File: src/rtl/lzw_dictionary_arbiter_pkg.sv
// Shared constants, state encoding and entry helpers for the LZW dictionary
// arbiter and its pending-write FIFO.
package lzw_dictionary_arbiter_pkg;

  localparam int DICT_DEPTH = 16384;
  localparam int ROOT_NUM   = 256;
  localparam int CODE_W     = 14;
  localparam int BYTE_W     = 8;
  localparam int ENTRY_W    = 23;
  localparam int FIFO_W     = CODE_W + BYTE_W;

  localparam logic [CODE_W-1:0] CODE_ONE   = CODE_W'(1);
  localparam logic [CODE_W-1:0] FIRST_CODE = CODE_W'(ROOT_NUM);
  localparam logic [CODE_W-1:0] LAST_ROOT  = CODE_W'(ROOT_NUM - 1);
  localparam logic [CODE_W-1:0] LAST_CODE  = CODE_W'(DICT_DEPTH - 1);

  typedef enum logic [1:0] {
    ST_INIT  = 2'd0,
    ST_CLEAR = 2'd1,
    ST_RUN   = 2'd2
  } dict_state_e;

  // Root codes map to themselves: valid bit, null prefix, the byte value.
  function automatic logic [ENTRY_W-1:0] root_entry(input logic [BYTE_W-1:0] k);
    return {1'b1, {CODE_W{1'b0}}, k};
  endfunction

  function automatic logic [ENTRY_W-1:0] new_entry(input logic [FIFO_W-1:0] e);
    return {1'b1, e};
  endfunction

endpackage

File: src/rtl/lzw_dict_wr_fifo.sv
// Pending dictionary-write FIFO: {prefix, byte} entries, show-ahead read,
// synchronous flush. Storage is not reset; only the pointers are.
module lzw_dict_wr_fifo
  import lzw_dictionary_arbiter_pkg::*;
#(
  parameter int DEPTH = 4
) (
  input  logic              I_sys_clk,
  input  logic              I_sys_rst,
  input  logic              flush,
  input  logic              push,
  input  logic [FIFO_W-1:0] push_data,
  input  logic              pop,
  output logic [FIFO_W-1:0] pop_data,
  output logic              full,
  output logic              empty
);

  localparam int AW = (DEPTH > 1) ? $clog2(DEPTH) : 1;
  localparam logic [AW:0] PTR_ONE = (AW + 1)'(1);

  logic [FIFO_W-1:0] mem [DEPTH];
  logic [AW:0]       wr_ptr;
  logic [AW:0]       rd_ptr;
  logic              push_ok;
  logic              pop_ok;

  assign push_ok  = push && !full;
  assign pop_ok   = pop && !empty;
  // Extra MSB on each pointer distinguishes full from empty.
  assign empty    = (wr_ptr == rd_ptr);
  assign full     = (wr_ptr[AW] != rd_ptr[AW]) && (wr_ptr[AW-1:0] == rd_ptr[AW-1:0]);
  assign pop_data = mem[rd_ptr[AW-1:0]];

  always_ff @(posedge I_sys_clk) begin
    if (I_sys_rst || flush) begin
      wr_ptr <= '0;
      rd_ptr <= '0;
    end else begin
      if (push_ok) wr_ptr <= wr_ptr + PTR_ONE;
      if (pop_ok)  rd_ptr <= rd_ptr + PTR_ONE;
    end
  end

  always_ff @(posedge I_sys_clk) begin
    if (push_ok) mem[wr_ptr[AW-1:0]] <= push_data;
  end

endmodule

File: src/rtl/lzw_dictionary_arbiter.sv
// Arbitrates a single-port LZW dictionary RAM between the init sweep,
// lookup reads (always priority) and queued new-entry writes.
module lzw_dictionary_arbiter
  import lzw_dictionary_arbiter_pkg::*;
#(
  parameter int WR_FIFO_DEPTH = 4
) (
  input  logic               I_sys_clk,
  input  logic               I_sys_rst,
  input  logic               I_state_clr,
  input  logic               I_dict_clr,
  input  logic               I_rd_slot,
  input  logic [CODE_W-1:0]  I_rd_addr,
  output logic [ENTRY_W-1:0] O_rd_dout,
  input  logic               I_wr_valid,
  output logic               O_wr_ready,
  input  logic [CODE_W-1:0]  I_wr_prefix,
  input  logic [BYTE_W-1:0]  I_wr_byte,
  output logic [CODE_W-1:0]  O_ram_addr,
  output logic [ENTRY_W-1:0] O_ram_din,
  output logic               O_ram_wren,
  input  logic [ENTRY_W-1:0] I_ram_dout,
  output logic               O_busy,
  output logic [CODE_W-1:0]  O_next_code,
  output logic               O_dict_full,
  output logic [15:0]        O_drop_cnt
);

  dict_state_e       state_q;
  dict_state_e       state_d;
  logic [CODE_W-1:0] sweep_addr_q;
  logic [CODE_W-1:0] sweep_addr_d;
  logic [CODE_W-1:0] next_code_q;
  logic              dict_full_q;
  logic [15:0]       drop_cnt_q;

  logic              fifo_push;
  logic              fifo_full;
  logic              fifo_empty;
  logic [FIFO_W-1:0] fifo_dout;

  logic              pop_vld_p0;
  logic              wr_vld_p0;
  logic              drop_vld_p0;

  function automatic logic [15:0] sat_inc16(input logic [15:0] v);
    return (v == 16'hFFFF) ? v : v + 16'd1;
  endfunction

  assign O_busy      = (state_q != ST_RUN);
  assign O_wr_ready  = (state_q == ST_RUN) && !fifo_full;
  assign O_next_code = next_code_q;
  assign O_dict_full = dict_full_q;
  assign O_drop_cnt  = drop_cnt_q;
  assign O_rd_dout   = I_ram_dout;

  // An entry offered alongside a dictionary clear belongs to the old dictionary.
  assign fifo_push = I_wr_valid && O_wr_ready && !I_dict_clr;

  lzw_dict_wr_fifo #(
    .DEPTH (WR_FIFO_DEPTH)
  ) u_wr_fifo (
    .I_sys_clk (I_sys_clk),
    .I_sys_rst (I_sys_rst),
    .flush     (I_dict_clr),
    .push      (fifo_push),
    .push_data ({I_wr_prefix, I_wr_byte}),
    .pop       (pop_vld_p0),
    .pop_data  (fifo_dout),
    .full      (fifo_full),
    .empty     (fifo_empty)
  );

  // ---- p0: slot decision, made combinationally from registered state ----
  assign pop_vld_p0  = (state_q == ST_RUN) && !I_rd_slot && !fifo_empty;
  assign wr_vld_p0   = pop_vld_p0 && !dict_full_q;
  assign drop_vld_p0 = pop_vld_p0 && dict_full_q;

  always_comb begin
    state_d      = state_q;
    sweep_addr_d = sweep_addr_q;
    O_ram_addr   = I_rd_addr;
    O_ram_din    = '0;
    O_ram_wren   = 1'b0;
    case (state_q)
      ST_INIT: begin
        O_ram_wren   = 1'b1;
        O_ram_addr   = sweep_addr_q;
        O_ram_din    = root_entry(sweep_addr_q[BYTE_W-1:0]);
        sweep_addr_d = sweep_addr_q + CODE_ONE;
        if (sweep_addr_q == LAST_ROOT) state_d = ST_CLEAR;
      end
      ST_CLEAR: begin
        O_ram_wren   = 1'b1;
        O_ram_addr   = sweep_addr_q;
        sweep_addr_d = sweep_addr_q + CODE_ONE;
        if (sweep_addr_q == LAST_CODE) state_d = ST_RUN;
      end
      ST_RUN: begin
        if (wr_vld_p0) begin
          O_ram_wren = 1'b1;
          O_ram_addr = next_code_q;
          O_ram_din  = new_entry(fifo_dout);
        end
      end
      default: begin
        state_d      = ST_INIT;
        sweep_addr_d = '0;
      end
    endcase
  end

  // ---- p1: registered control state ----
  always_ff @(posedge I_sys_clk) begin
    if (I_sys_rst || I_dict_clr) begin
      state_q      <= ST_INIT;
      sweep_addr_q <= '0;
      next_code_q  <= FIRST_CODE;
      dict_full_q  <= 1'b0;
    end else begin
      state_q      <= state_d;
      sweep_addr_q <= sweep_addr_d;
      // The last code stays visible once written; the full flag stops further writes.
      if (wr_vld_p0) begin
        if (next_code_q == LAST_CODE) dict_full_q <= 1'b1;
        else                          next_code_q <= next_code_q + CODE_ONE;
      end
    end
  end

  always_ff @(posedge I_sys_clk) begin
    if (I_sys_rst || I_state_clr) drop_cnt_q <= 16'd0;
    else if (drop_vld_p0)         drop_cnt_q <= sat_inc16(drop_cnt_q);
  end

endmodule
File: config.mk
export PLATFORM = sky130hd
export DESIGN_NAME = lzw_dictionary_arbiter
export DESIGN_NICKNAME = d
export VERILOG_FILES = /design/src/rtl/lzw_dictionary_arbiter_pkg.sv /design/src/rtl/lzw_dict_wr_fifo.sv /design/src/rtl/lzw_dictionary_arbiter.sv
export SDC_FILE = /design/constraint.sdc
export NUM_CORES = 1
export LEC_CHECK = 0
export CAP_MARGIN = 5
export CORE_ASPECT_RATIO = 1.4
export CORE_MARGIN = 2
export CORE_UTILIZATION = 40
export CTS_BUF_LIST = sky130_fd_sc_hd__clkbuf_8 sky130_fd_sc_hd__clkbuf_16
export DETAILED_ROUTE_END_ITERATION = 16
export PLACE_DENSITY = 0.74
export SLEW_MARGIN = 15
export SYNTH_ARGS = -nofsm -noshare
export SYNTH_HDL_FRONTEND = slang
export SYNTH_SLANG_ARGS = --single-unit
File: constraint.sdc
create_clock -name I_sys_clk -period 2.3 [get_ports I_sys_clk]
set_input_delay 0.46 -clock I_sys_clk [delete_from_list [all_inputs] [get_ports I_sys_clk]]
set_output_delay 0.46 -clock I_sys_clk [all_outputs]
set_load 0.02 [all_outputs]
==> impl_metrics.yaml <==
outcome:
  run_status: "finished, violations left"
  violations: "setup timing"
die:
  row_count: 55
  die_w_um: 113
  die_area_sq_um: 17600
  io_pins: 159
  core_area_sq_um: 16200
  dieHeight_um: 156
  initial_utilization: 0.408
synth:
  async_flop_share: 0
  synth_top_cell_area_share: 0.400
  syn_nets: 624
  netlist_area_sq_um: 6600
  ys_types: 54
  yosys.area.top_type: "edfxtp_1"
  syn_inst: 551
  ys_top_cells_by_area: "edfxtp_1 (40%), dfxtp_1 (17%), mux4_2 (7.5%), xnor2_1 (3.5%), nor2_1 (3.4%)"
  ys_warn_count: 0
  ys_seq_area_frac: 0.567
  synth_edf_count: 88
  synth_ff_type: "edfxtp_1"
  avgSynthCellArea_sq_um: 12.0
  ys_seq_elements: 143
sta:
  fin_ws_ns: -0.435
  maxSlewViolCount: 0
  grt_setup_unrepaired: "yes"
  fin_skew_ns: 0.00699
  timing.final.hold_violations: 0
  slew_headroom: 0.629
  max_freq_mhz: 366
  finalCritPeriodShare: 1.19
  period_minus_slack_ns: 2.73
  final-setup-viol-count: 40
  worst_slew_pin_slew_ns: 0.553
route:
  viasPerCell: 5.46
  drc: 0
  antenna_left: 0
  dr.pass1.iters: 5
  drt-wirelength-per-cell_um: 19.3
  vias: 4948
  dr.first_iter.drc_count: 307
  wl_mm: 17.5
pwr:
  vdd_drop_max_uv: 576
  power_density_nw_per_um2: 588
  p_leak_nw: 3.13
global_routing:
  grt_pass1_vias: 5090
  grt_max_degree: 44
  grt_usage: 0.200
  gr-total-overflow: 0
  antenna_found_initial: 0
  grt_pass1_wl_mm: 27.1
cts:
  clk_path_buf_depth: 2
  clock_sinks: 143
  htreeDepth: 4
  cts_tree: "yes"
  insertion_delay_ns: 0.42
  cts_root_buf: "clkbuf_16"
  clkTransAtPathRegs_ns: 0.06
  numCtsBuffers: 17
placed_design:
  hpwlAfterDp_mm: 11.7
  detailed_place.area_sq_um: 8260
  port_buffers: 112
  place_congestion: 0.856
final_layout:
  diodes: 0
  final_area_sq_um: 9210
  final_layout_size_suffix_gt1_frac: 0.323
  fin_util: 0.570
  area.growth.synth_to_final_pct: 39.6
  fin_nets: 768
hold_path:
  hold_path_class: "reg -> reg"
  hold_start: "O_drop_cnt[8]$_SDFFE_PP0P_"
critical_path:
  cp.required_ns: 1.84
  r2r_start: "state_q[1]$_SDFFE_PP0P_"
  crit_path_end_kind: "output pin"
  worstSetupPathType: "reg -> out"
  path_max_fanout: 8
  cp-start-kind: "flip-flop"
  cp.arrival_ns: 2.27
  cp-startpoint: "state_q[0]$_SDFFE_PP0P_"
flow_run:
  maxCapViolations: 0
area by class of cell:
cell class	instances	area, sq um
Fill cell	1279	6960
Timing Repair Buffer	174	1780
Sequential cell	143	3750
Multi-Input combinational cell	351	2850
Tap cell	199	249
Clock buffer	17	425
Clock inverter	15	133
Inverter	8	30.0
registers in the layout, summed over array words and instances (netlist names), named ones only:
signal            cells
O_drop_cnt           16
state_q               2
u_wr_fifo.mem        88
u_wr_fifo.rd_ptr      3
sweep_addr_q         14
u_wr_fifo.wr_ptr      3
O_next_code          14
O_dict_full           1
power breakdown:
group	total, mW	internal [mW]	switching [mW]
clock	2.56	1.41	1.15
sequential	2.72	2.72	0.00250
combinational	0.143	0.0811	0.0622
through the flow:
step	hold WS [ns]	setup slack (ns)	std cells	setup TNS, ns	power, mW
after CTS	0.524	-0.453	906	-14.39	5.47
after floorplan	0.478	-0.0141	551	-0.112	2.87
final	0.533	-0.435	907	-12.97	5.42
after global placement	0.489	-0.894	863	-36.29	2.91
after global routing	0.545	-0.511	907	-31.23	5.59
after detailed placement	0.515	-0.977	863	-37.41	2.92
worst max-delay path, cell delays in order, from the launching register on:
cell     delay (ns)
dfxtp_2        0.32
or3b_4         0.39
a311o_2        0.39
buf_4          0.21
nor3b_4        0.23
a21oi_2        0.05
a21oi_2        0.14
buf_6          0.13
Yosys cell counts (2+ instances only):
cell type and instances:
a21oi_1 38, and4bb_2 2, nand3b_1 2, nor2_1 60, nand3_1 19, clkbuf_1 21
or3_1 6, and3_1 6, o211ai_1 3, nand2_1 32, nor2b_1 3, mux2_2 3
nor4_4 2, or4_1 2, and4_1 4, dfxtp_1 55, nand4_1 5, buf_4 23
inv_1 8, buf_6 2, or2_2 5, nor3b_1 14, nor4_1 6, o21ai_0 9
ha_1 8, a31oi_1 3, buf_1 2, mux2i_1 2, a311o_1 5, a211oi_1 3
edfxtp_1 88, a22o_1 4, xnor2_1 26, a311oi_1 2, xor2_1 7, mux4_2 22
and2_1 21, nor3_1 12
logic make-up after synthesis:
logic type | synth area share
xor gates and xnor gates | 0.0438
muxes | 0.0832
and+or+nand+nor | 0.166
adders and majority gates | 0.0152
AOI/OAI and AO/OA | 0.0762
buffers and inverters | 0.0480
DFF | 0.567
worst paths after layout:
check / endpoint / slack [ns] / cells past startpoint
setup / recovery: O_ram_addr[8] / -0.43 / 7
hold / removal: O_drop_cnt[8]$_SDFFE_PP0P_ / 0.53 / 2
setup reg to reg: u_wr_fifo.mem[2][6]$_DFFE_PP_ / 0 / 9
hold reg to reg: O_drop_cnt[8]$_SDFFE_PP0P_ / 0.53 / 2
layout by cell type, fill, tap and decap left out, types with 22 or more instances in the layout:
cell / netlist / final
xnor2_1: 26 / 25
dfxtp_1: 55 / 52
mux4_2: 22 / 22
nand2_1: 32 / 32
buf_4: 23 / 55
edfxtp_1: 88 / 88
nor2_1: 60 / 59
clkdlybuf4s50_1: 0 / 72
buf_6: 2 / 33
a21oi_1: 38 / 23
timing repair:
action                                  4_1_cts  5_1_grt
gates resized for setup                     243       26
hold buffers                                  0        0
endpoints found under the setup margin      130      138
pin swaps                                    11        7
buffers inserted                              7        4
cloned                                        4        2
layer usage:
metal	vias up	GRT usage	share of wire
met5	-	0	0
met4	0	0.114	0.035
met3	49	0.0466	0.051
met2	173	0.359	0.55
met1	2418	0.214	0.36
li1	2308	-	-
(Power assumes the default switching activity.)
